===== src/rtl/fifo_pkg.sv =====
// Shared FIFO word definitions for the FIFO and its
// read-side stream stage.
package fifo_pkg;

  localparam int FIFO_WIDTH = 16;
  localparam int FIFO_DEPTH = 8;

  typedef logic [FIFO_WIDTH-1:0] fifo_word_t;

endpackage


===== src/rtl/fifo_rd_stream_if.sv =====
// FIFO read port plus valid/ready output stream.
// The master modport is the drain stage's view.
interface fifo_rd_stream_if
  import fifo_pkg::*;
#(
  parameter int DATA_WIDTH = FIFO_WIDTH
);

  logic                  fifo_empty;
  logic [DATA_WIDTH-1:0] fifo_data_out;
  logic                  fifo_rd_en;

  logic [DATA_WIDTH-1:0] m_data;
  logic                  m_valid;
  logic                  m_last;
  logic                  m_ready;

  modport master (
    input  fifo_empty,
    input  fifo_data_out,
    input  m_ready,
    output fifo_rd_en,
    output m_data,
    output m_valid,
    output m_last
  );

  modport slave (
    output fifo_empty,
    output fifo_data_out,
    output m_ready,
    input  fifo_rd_en,
    input  m_data,
    input  m_valid,
    input  m_last
  );

endinterface


===== src/rtl/stream_skid2.sv =====
// Two-entry in-order output buffer.
// head is always entry 0; occ counts valid entries.
module stream_skid2 #(
  parameter int DATA_WIDTH = 16
) (
  input  logic                  clk,
  input  logic                  rst,
  input  logic                  push,
  input  logic [DATA_WIDTH-1:0] push_data,
  input  logic                  pop,
  output logic [DATA_WIDTH-1:0] head,
  output logic [1:0]            occ
);

  logic [DATA_WIDTH-1:0] h0;
  logic [DATA_WIDTH-1:0] h1;
  logic [1:0]            cnt;

  // Upstream credit keeps push from landing in a full buffer,
  // and pop is only raised while cnt is nonzero.
  always_ff @(posedge clk or posedge rst) begin
    if (rst) begin
      h0  <= '0;
      h1  <= '0;
      cnt <= '0;
    end else begin
      case ({push, pop})
        2'b10: begin
          if (cnt == 2'd0) h0 <= push_data;
          else             h1 <= push_data;
          cnt <= cnt + 2'd1;
        end
        2'b01: begin
          if (cnt == 2'd2) h0 <= h1;
          cnt <= cnt - 2'd1;
        end
        2'b11: begin
          if (cnt == 2'd1) begin
            h0 <= push_data;
          end else begin
            h0 <= h1;
            h1 <= push_data;
          end
        end
        default: ;
      endcase
    end
  end

  assign head = h0;
  assign occ  = cnt;

endmodule


===== src/rtl/fifo_rd_stream.sv =====
// FIFO drain stage: credit-based reads, framed output stream.
// Optional counters: define FIFO_RD_STREAM_STATS_EN.
module fifo_rd_stream
  import fifo_pkg::*;
#(
  parameter int DATA_WIDTH = FIFO_WIDTH,
  parameter int PKT_LEN    = 4
) (
  input  logic              clk,
  input  logic              rst,
  input  logic              drain_en,
  fifo_rd_stream_if.master  bus
`ifdef FIFO_RD_STREAM_STATS_EN
  ,
  output logic [31:0]       stat_words,
  output logic [31:0]       stat_stalls
`endif
);

  localparam int WCW =
    (PKT_LEN > 1) ? $clog2(PKT_LEN) : 1;
  localparam logic [WCW-1:0] WLAST =
    WCW'(PKT_LEN - 1);

  logic           inflight;
  logic           pop;
  logic [1:0]     occ;
  logic [1:0]     credit;
  logic [WCW-1:0] wcnt;

  assign pop = bus.m_valid & bus.m_ready;

  // Buffered plus in-flight words after this cycle's pop.
  assign credit = occ + {1'b0, inflight} - {1'b0, pop};

  assign bus.fifo_rd_en = !rst
                        && drain_en
                        && !bus.fifo_empty
                        && (credit < 2'd2);

  stream_skid2 #(
    .DATA_WIDTH (DATA_WIDTH)
  ) u_buf (
    .clk       (clk),
    .rst       (rst),
    .push      (inflight),
    .push_data (bus.fifo_data_out),
    .pop       (pop),
    .head      (bus.m_data),
    .occ       (occ)
  );

  assign bus.m_valid = (occ != 2'd0);
  assign bus.m_last  = bus.m_valid && (wcnt == WLAST);

  always_ff @(posedge clk or posedge rst) begin
    if (rst) begin
      inflight <= 1'b0;
      wcnt     <= '0;
    end else begin
      inflight <= bus.fifo_rd_en;
      if (pop) begin
        if (wcnt == WLAST) wcnt <= '0;
        else               wcnt <= wcnt + 1'b1;
      end
    end
  end

`ifdef FIFO_RD_STREAM_STATS_EN
  always_ff @(posedge clk or posedge rst) begin
    if (rst) begin
      stat_words  <= '0;
      stat_stalls <= '0;
    end else begin
      if (pop) stat_words <= stat_words + 32'd1;
      if (bus.m_valid && !bus.m_ready)
        stat_stalls <= stat_stalls + 32'd1;
    end
  end
`endif

endmodule


===== src/flat_wrapper.sv =====
// flat-port wrapper written by rule: the top's interface ports become plain ports
module fifo_rd_stream_flat import fifo_pkg::*;
#(
  parameter int DATA_WIDTH = FIFO_WIDTH,
  parameter int PKT_LEN    = 4
)
  (clk, rst, drain_en, bus_fifo_empty, bus_fifo_data_out, bus_m_ready, bus_fifo_rd_en, bus_m_data, bus_m_valid, bus_m_last);
  fifo_rd_stream_if #(.DATA_WIDTH(DATA_WIDTH)) bus_i ();
  input  logic clk;
  input  logic rst;
  input  logic drain_en;
  input wire logic [$bits(bus_i.fifo_empty)-1:0] bus_fifo_empty;
  input wire logic [$bits(bus_i.fifo_data_out)-1:0] bus_fifo_data_out;
  input wire logic [$bits(bus_i.m_ready)-1:0] bus_m_ready;
  output wire logic [$bits(bus_i.fifo_rd_en)-1:0] bus_fifo_rd_en;
  output wire logic [$bits(bus_i.m_data)-1:0] bus_m_data;
  output wire logic [$bits(bus_i.m_valid)-1:0] bus_m_valid;
  output wire logic [$bits(bus_i.m_last)-1:0] bus_m_last;
  assign bus_i.fifo_empty = bus_fifo_empty;
  assign bus_i.fifo_data_out = bus_fifo_data_out;
  assign bus_i.m_ready = bus_m_ready;
  assign bus_fifo_rd_en = bus_i.fifo_rd_en;
  assign bus_m_data = bus_i.m_data;
  assign bus_m_valid = bus_i.m_valid;
  assign bus_m_last = bus_i.m_last;
  fifo_rd_stream #(.DATA_WIDTH(DATA_WIDTH), .PKT_LEN(PKT_LEN)) u_core (.clk(clk), .rst(rst), .drain_en(drain_en), .bus(bus_i));
endmodule

===== config.mk =====
export PLATFORM = sky130hd
export DESIGN_NAME = fifo_rd_stream_flat
export DESIGN_NICKNAME = d
export VERILOG_FILES = /design/src/rtl/fifo_pkg.sv /design/src/rtl/fifo_rd_stream_if.sv /design/src/rtl/stream_skid2.sv /design/src/rtl/fifo_rd_stream.sv /design/src/flat_wrapper.sv
export SDC_FILE = /design/constraint.sdc
export NUM_CORES = 1
export LEC_CHECK = 0
export CAP_MARGIN = 20
export CORE_ASPECT_RATIO = 1.4
export CORE_MARGIN = 2
export CORE_UTILIZATION = 47
export CTS_CLUSTER_SIZE = 8
export DETAILED_ROUTE_END_ITERATION = 8
export PLACE_DENSITY = 0.78
export SLEW_MARGIN = 15
export SYNTH_ARGS = -nofsm -noshare
export SYNTH_HDL_FRONTEND = slang
export SYNTH_HIERARCHICAL = 1
export SYNTH_SLANG_ARGS = --single-unit

===== constraint.sdc =====
create_clock -name clk -period 2.1 [get_ports clk]
set_input_delay 0.42 -clock clk [delete_from_list [all_inputs] [get_ports clk]]
set_output_delay 0.42 -clock clk [all_outputs]
set_load 0.05 [all_outputs]

==> metrics, run 1 <==
sw frac=42.68%; kind of critical path=reg -> out; global route overflow=0; Worst Skew=0.004308 ns; Synth-to-Final Area Change=42.78%; number of synthesized flops with an enable pin=0; min Tclk post-route=2.361 ns; max-slew violations=0; Vias/cell=about 5.4; pre-CTS setup slack=-0.3619 ns; Max IR drop VDD=929.3 µV; fraction of layout instances using a drive strength above 1=36.95%; relative slew slack=66.87%; Post-Syn Nets=between 200 and 250; Final Wtd Congestion=0.7946; Comb power frac=63.7%; clock share of power=9.9%; Final TNS setup=-0.2612 ns; Seq/Total Area, Yosys=between 40% and 50%; NumNets Final=279; Worst-path clk slew=0.07 ns; PwrDens=1578 nW/µm²; Core Area=4274 µm²; Synth cell types=32; Die H=between 80 and 90 µm; Post-Syn Area=2123 µm²; first-pass GRT wire length=between 7 and 8 mm; WL/cell=15.30 µm; final worst slack=-0.2612 ns; Achievable Freq=about 420 MHz; Post-synth top cells=37 x dfrtp_1, 22 x a31oi_1, 16 x nand3_1, 16 x o21ai_0; maximum number of pins on one net before global-route repair=35; most instantiated library cell after synthesis=dfrtp_1; syn_area_per_cell=12.20 µm²; failing checks=negative setup slack; synth warn=6; Num CTS Buffers=5; Post-Place Cell Area=~2800 µm²; DR DRC count=0; family with the most delay on the worst path=flip-flops; area leader, netlist=dfrtp_1; Die Span X=60.81 µm; vias in the first global route=1,777; via count=between 1,500 and 2,000; I/O pin count=40; HP Class=in -> async; Internal=2741 µW; RSZ-0062 raised after global routing=true; crit share post-route=112.4%; Pleak=roughly 0.0013 µW; Hold Fails Final Rpt=0; WP data required=1.68 ns; final instance area=3032 µm²; Net Sw Power=2041 µW; max_cap viols=0; row cnt=28; Initial Util=approximately half; die footprint=5079 µm²; Skew-Pair Late Insertion Delay=roughly 0.29 ns; H-Tree Depth=2; I/O Buffers=39; final setup vio count=1; status=finished with violations; Detailed Routing Iterations Pass 1=4; Core Util, Final=just over 70%; crit path launch type=flop; Yosys reg bits=37; slowest cell on the critical path=dfrtp_1; Bufs on Longest Clock Path=2; largest stage delay on the critical path=0.40 ns; # diodes=0; Post-synth ARST share=100.0%; TritonCTS clock tree=yes; post-DP HPWL=between 3 and 4 mm; number of buffers and inverters on the critical path=2; clk root buf=clkbuf_8; share of the synthesized area in the top cell type=between 40 and 50%; drt total wl=roughly 4.7 mm; Post-Syn Instances=174; Clock Sinks=37; WP data arrival=1.94 ns; sequential power share=26.4%; number of routed nets with antenna violations=0; CP Max Fanout=2; initial antenna violation count=0; cells along the critical path=o21ai_2 -> inv_2 -> ha_4 -> xnor2_4 -> xnor2_2 -> nor4b_4 -> buf_12; synth top area cells=dfrtp_1 44%, a31oi_4 10%, mux2_4 7.1%; Layout fillers=approximately 330; Synth Flop Type=dfrtp_1; CP endpoint kind=primary output; All-Layer GR Usage=20.49%; First DRT Iteration DRCs=33; worst slew pin tran=approximately 0.5 ns
[cells by family (layout without fill, tap and decap cells)]
| family | after synthesis | in the layout | synth area share (%) |
|---|---|---|---|
| buffers and inverters | 23 | 98 | 7.247 |
| XOR/XNOR | 4 | 4 | 1.650 |
| flip-flops | 37 | 37 | 43.61 |
| AO/OA/AOI/OAI | 53 | 53 | 21.98 |
| AND/OR/NAND/NOR | 30 | 30 | 8.839 |
| adder cells (fa/ha/maj) | 10 | 10 | 5.893 |
| multiplexers | 17 | 17 | 10.78 |
[cell type report]
type | instances | area (µm²) | share of cell area (%)
Multi-Input combinational cell | 114 | 1117 | 36.86
Sequential cell | 37 | 925.9 | 30.54
Timing Repair Buffer | 81 | 797.0 | 26.29
Tap cell | 60 | 75.07 | 2.476
Clock buffer | 6 | 72.57 | 2.394
Inverter | 9 | 33.78 | 1.114
Clock inverter | 2 | 10.01 | 0.3302
[power groups by stage]
stage	Combinational, µW	Clock (µW)	Sequential, µW
after floorplan	1430	0	1810
after global placement	2800	0	1260
after detailed placement	2860	0	1280
after CTS	2960	484	1270
after global routing	3260	512	1310
final	3050	473	1260
[cell usage in the layout, fill, tap and decap left out, types with 8 or more instances in the layout]
cell type and instances:
ha_1 8, clkdlybuf4s50_1 35, mux2_4 11, buf_4 36, inv_1 8, nand3_1 16, a31oi_4 10, a31oi_1 22
o21ai_0 16, dfrtp_1 37
[layer usage]
metal | up-vias | global-route usage (%) | part of all wire [%] | wire [µm]
met5 | - | 0 | 0 | 0
met4 | 0 | 8.103 | 2.5 | 120
met3 | 12 | 4.496 | 3.8 | 180
met1 | 812 | 23.14 | 40 | 1874
li1 | 783 | - | - | -
met2 | 51 | 35.78 | 54 | 2554
[registers in the layout, summed over array words and instances (netlist names)]
register           cells
u_core/u_buf/head     16
u_core/inflight        1
u_core/wcnt            2
u_core/u_buf/h1       16
u_core/u_buf/occ       2
[timing repair]
item | in CTS | in global routing
gates cloned | 0 | 1
pin swaps | 4 | 6
endpoints found under the setup margin | 1 | 18
gates resized for setup | 4 | 9
hold buffers | 0 | 0
setup buffers | 5 | 2
[per-stage QoR]
stage	hold WS (ns)	instances	power, µW
2_1_floorplan	0.1736	174	3240
3_3_place_gp	0.4829	293	4059
3_5_place_dp	0.4882	293	4147
4_1_cts	0.4094	306	4706
5_1_grt	0.4393	309	5080
6_report	0.4051	309	4783
[worst register-to-register path, stage by stage, from the launching register on]
cell,delay [ns]
dfrtp_1,0.40
o21ai_2,0.17
inv_2,0.08
buf_4,0.14
buf_4,0.14
ha_2,0.19
a22oi_2,0.17
o21a_4,0.20
buf_6,0.13
mux2_2,0.32
[path summary, 6_finish.rpt]
kind | start | to | slack, ns | cells past startpoint
hold / removal | rst | u_core/inflight | 0.41 | 2
setup reg to reg | u_core/u_buf/occ[1] | u_core/u_buf/h1[3] | 0.05 | 9
hold reg to reg | u_core/u_buf/h1[12] | u_core/u_buf/h1[12] | 0.51 | 1
setup / recovery | u_core/u_buf/occ[1] | bus_fifo_rd_en | -0.26 | 7
min in group clk | u_core/u_buf/h1[12] | u_core/u_buf/h1[12] | 0.51 | 1
max in group asynchronous | rst | u_core/u_buf/h1[9] | 1.15 | 3
Power figures use the tool's default switching activity.
==> inputs of run 2 (changes only) <==
- ABC_CLOCK_PERIOD_IN_PS: default -> 2100
- CORE_ASPECT_RATIO: 1.4 -> 1.5
- HOLD_SLACK_MARGIN: default -> 0.15
==> metrics, run 2 (same netlist as run 1, synthesis figures left out) <==
largest stage delay on the critical path=~0.42 ns; Inst Count DP=283; RSZ-0062 raised after global routing=true; status=finished with violations; All-Layer GR Usage=approximately a fifth; clk root buf=clkbuf_8; crit path launch type=flop; R2R depth=8; WL/cell=16.19 µm; Post-Place Cell Area=2813 µm²; HP Class=in -> async; WP data arrival=1.95 ns; via count=1,661; Hold Fails Final Rpt=0; Clock Sinks=37; CP Max Fanout=3; Total Power=4752 µW; Achievable Freq=~420 MHz; Max IR drop VDD=just under 900 µV; Layout fillers=348; Internal=2717 µW; maximum number of pins on one net before global-route repair=35; drt total wl=between 4 and 5 mm; failing checks=design-rule violations, negative setup slack; row cnt=30; worst slew pin tran=0.4946 ns; CP endpoint kind=primary output; RR Endpoint=u_core/u_buf/h1[5]; NumNets Final=277; Reg2Reg Setup Slack=about 0.11 ns; First DRT Iteration DRCs=38; sequential power share=about 27%; Net Sw Power=between 2000 and 2500 µW; final worst slack=-0.2742 ns; Synth-to-Final Area Change=40.31%; TritonCTS clock tree=yes; number of routed nets with antenna violations=0; fraction of layout instances using a drive strength above 1=36.44%; reg2reg start=u_core/u_buf/occ[0]; Num CTS Buffers=5; die footprint=5083 µm²; max-slew violations=0; Worst Skew=0.003035 ns; clock share of power=roughly a tenth; I/O Buffers=39; crit share post-route=113.1%; post-DP HPWL=~3.4 mm; min Tclk post-route=2.374 ns; sw frac=around 43%; Comb power frac=63.4%; DR DRC count=3; Core Area=4429 µm²; WP data required=1.68 ns; H-Tree Depth=2; Initial Util=a little under half; Die Span X=58.88 µm; global route overflow=0; Detailed Routing Iterations Pass 1=6; PwrDens=1595 nW/µm²; # diodes=0; storage element area=between 900 and 1000 µm²; relative slew slack=66.93%; final setup vio count=1; area occupied by multi-input gates=1102 µm²; commonest non-fill, non-tap cell in the layout=dfrtp_1; Worst-path clk slew=0.07 ns; commonest cells after routing, fill and taps aside=37 x dfrtp_1, 36 x buf_4, 35 x clkdlybuf4s50_1; cells along the critical path=o21ai_2 -> inv_2 -> ha_4 -> xnor2_4 -> xnor2_2 -> nor4b_4 -> buf_12; hold_buf cts=0; max_cap viols=0; Vias/cell=5.631; final instance area=~3000 µm²; Die H=about 86 µm; kind of critical path=reg -> out; Pleak=0.001267 µW; Skew-Pair Late Insertion Delay=0.28 ns; initial antenna violation count=0; Bufs on Longest Clock Path=2; I/O pin count=40; Final Wtd Congestion=about 0.75; vias in the first global route=between 1,500 and 2,000; post-route insts no fill=295; slowest cell on the critical path=dfrtp_1; first-pass GRT wire length=8.114 mm
run 2: cell count changes in the layout (fill, tap and decap cells not counted):
cell     previous run  this run
nor2b_4             1         0
nor2b_2             0         1
mux2_2              6         7
mux2_4             11        10
o21a_2              0         1
o21a_4              1         0
buf_6               2         0
run 2: power groups by stage:
| stage | Sequential, µW | Clock [µW] | Combinational [µW] |
|---|---|---|---|
| global placement | 1260 | 0 | 2810 |
| floorplan | 1810 | 0 | 1430 |
| CTS | 1270 | 487 | 2980 |
| detailed placement | 1280 | 0 | 2880 |
| finish | 1270 | 467 | 3010 |
| global route | 1320 | 520 | 3200 |
run 2: worst max-delay path by stage:
stage                                 to                start  slack (ns)  cells past startpoint
after detailed placement  bus_fifo_rd_en          bus_m_ready       -0.38                      8
after global routing      bus_fifo_rd_en  u_core/u_buf/occ[0]       -0.37                      7
after CTS                 bus_fifo_rd_en  u_core/u_buf/occ[1]       -0.27                      7
final                     bus_fifo_rd_en  u_core/u_buf/occ[0]       -0.27                      7
after global placement    bus_fifo_rd_en          bus_m_ready       -0.31                      8
after floorplan           bus_fifo_rd_en  u_core/u_buf/occ[1]       -0.18                      6
run 2: what timing repair did:
action,4_1_cts,5_1_grt
endpoints found under the setup margin,3,17
cloned,0,1
pin swaps,2,0
resized for setup,5,3
setup buffers,2,1
run 2: per-stage QoR:
| step | util [%] | setup slack, ns | setup TNS [ns] | hold slack, ns |
|---|---|---|---|---|
| global placement | 63.50 | -0.3054 | -6.354 | 0.4832 |
| finish | 67.26 | -0.2742 | -0.2742 | 0.4338 |
| detailed placement | 63.50 | -0.3791 | -8.150 | 0.4898 |
| CTS | 66.33 | -0.2659 | -0.2659 | 0.4144 |
| global route | 67.26 | -0.3678 | -0.3678 | 0.4449 |
| floorplan | - | -0.1795 | -0.1795 | 0.1736 |
run 2: area by class of cell:
class	instances	share of cell area (%)
Sequential cell	37	31.08
Clock inverter	2	0.3360
Multi-Input combinational cell	114	37.00
Timing Repair Buffer	79	26.00
Tap cell	48	2.016
Inverter	9	1.134
Clock buffer	6	2.436
run 2: metal layers:
| metal | global-route usage (%) | wire length (µm) | part of all wire, % |
|---|---|---|---|
| met3 | 3.881 | 200 | 4.2 |
| met5 | 0 | 0 | 0 |
| met2 | 38.59 | 2736 | 57 |
| met4 | 8.058 | 75 | 1.6 |
| met1 | 23.29 | 1765 | 37 |
run 2: worst max-delay path: cells and delay by family (launching register included):
family	cells	cell delay [ns]
AOI/OAI and AO/OA	1	0.17
DFF	1	0.42
adders and majority gates	1	0.18
xor gates and xnor gates	2	0.31
and+or+nand+nor	1	0.35
buffers and inverters	2	0.25
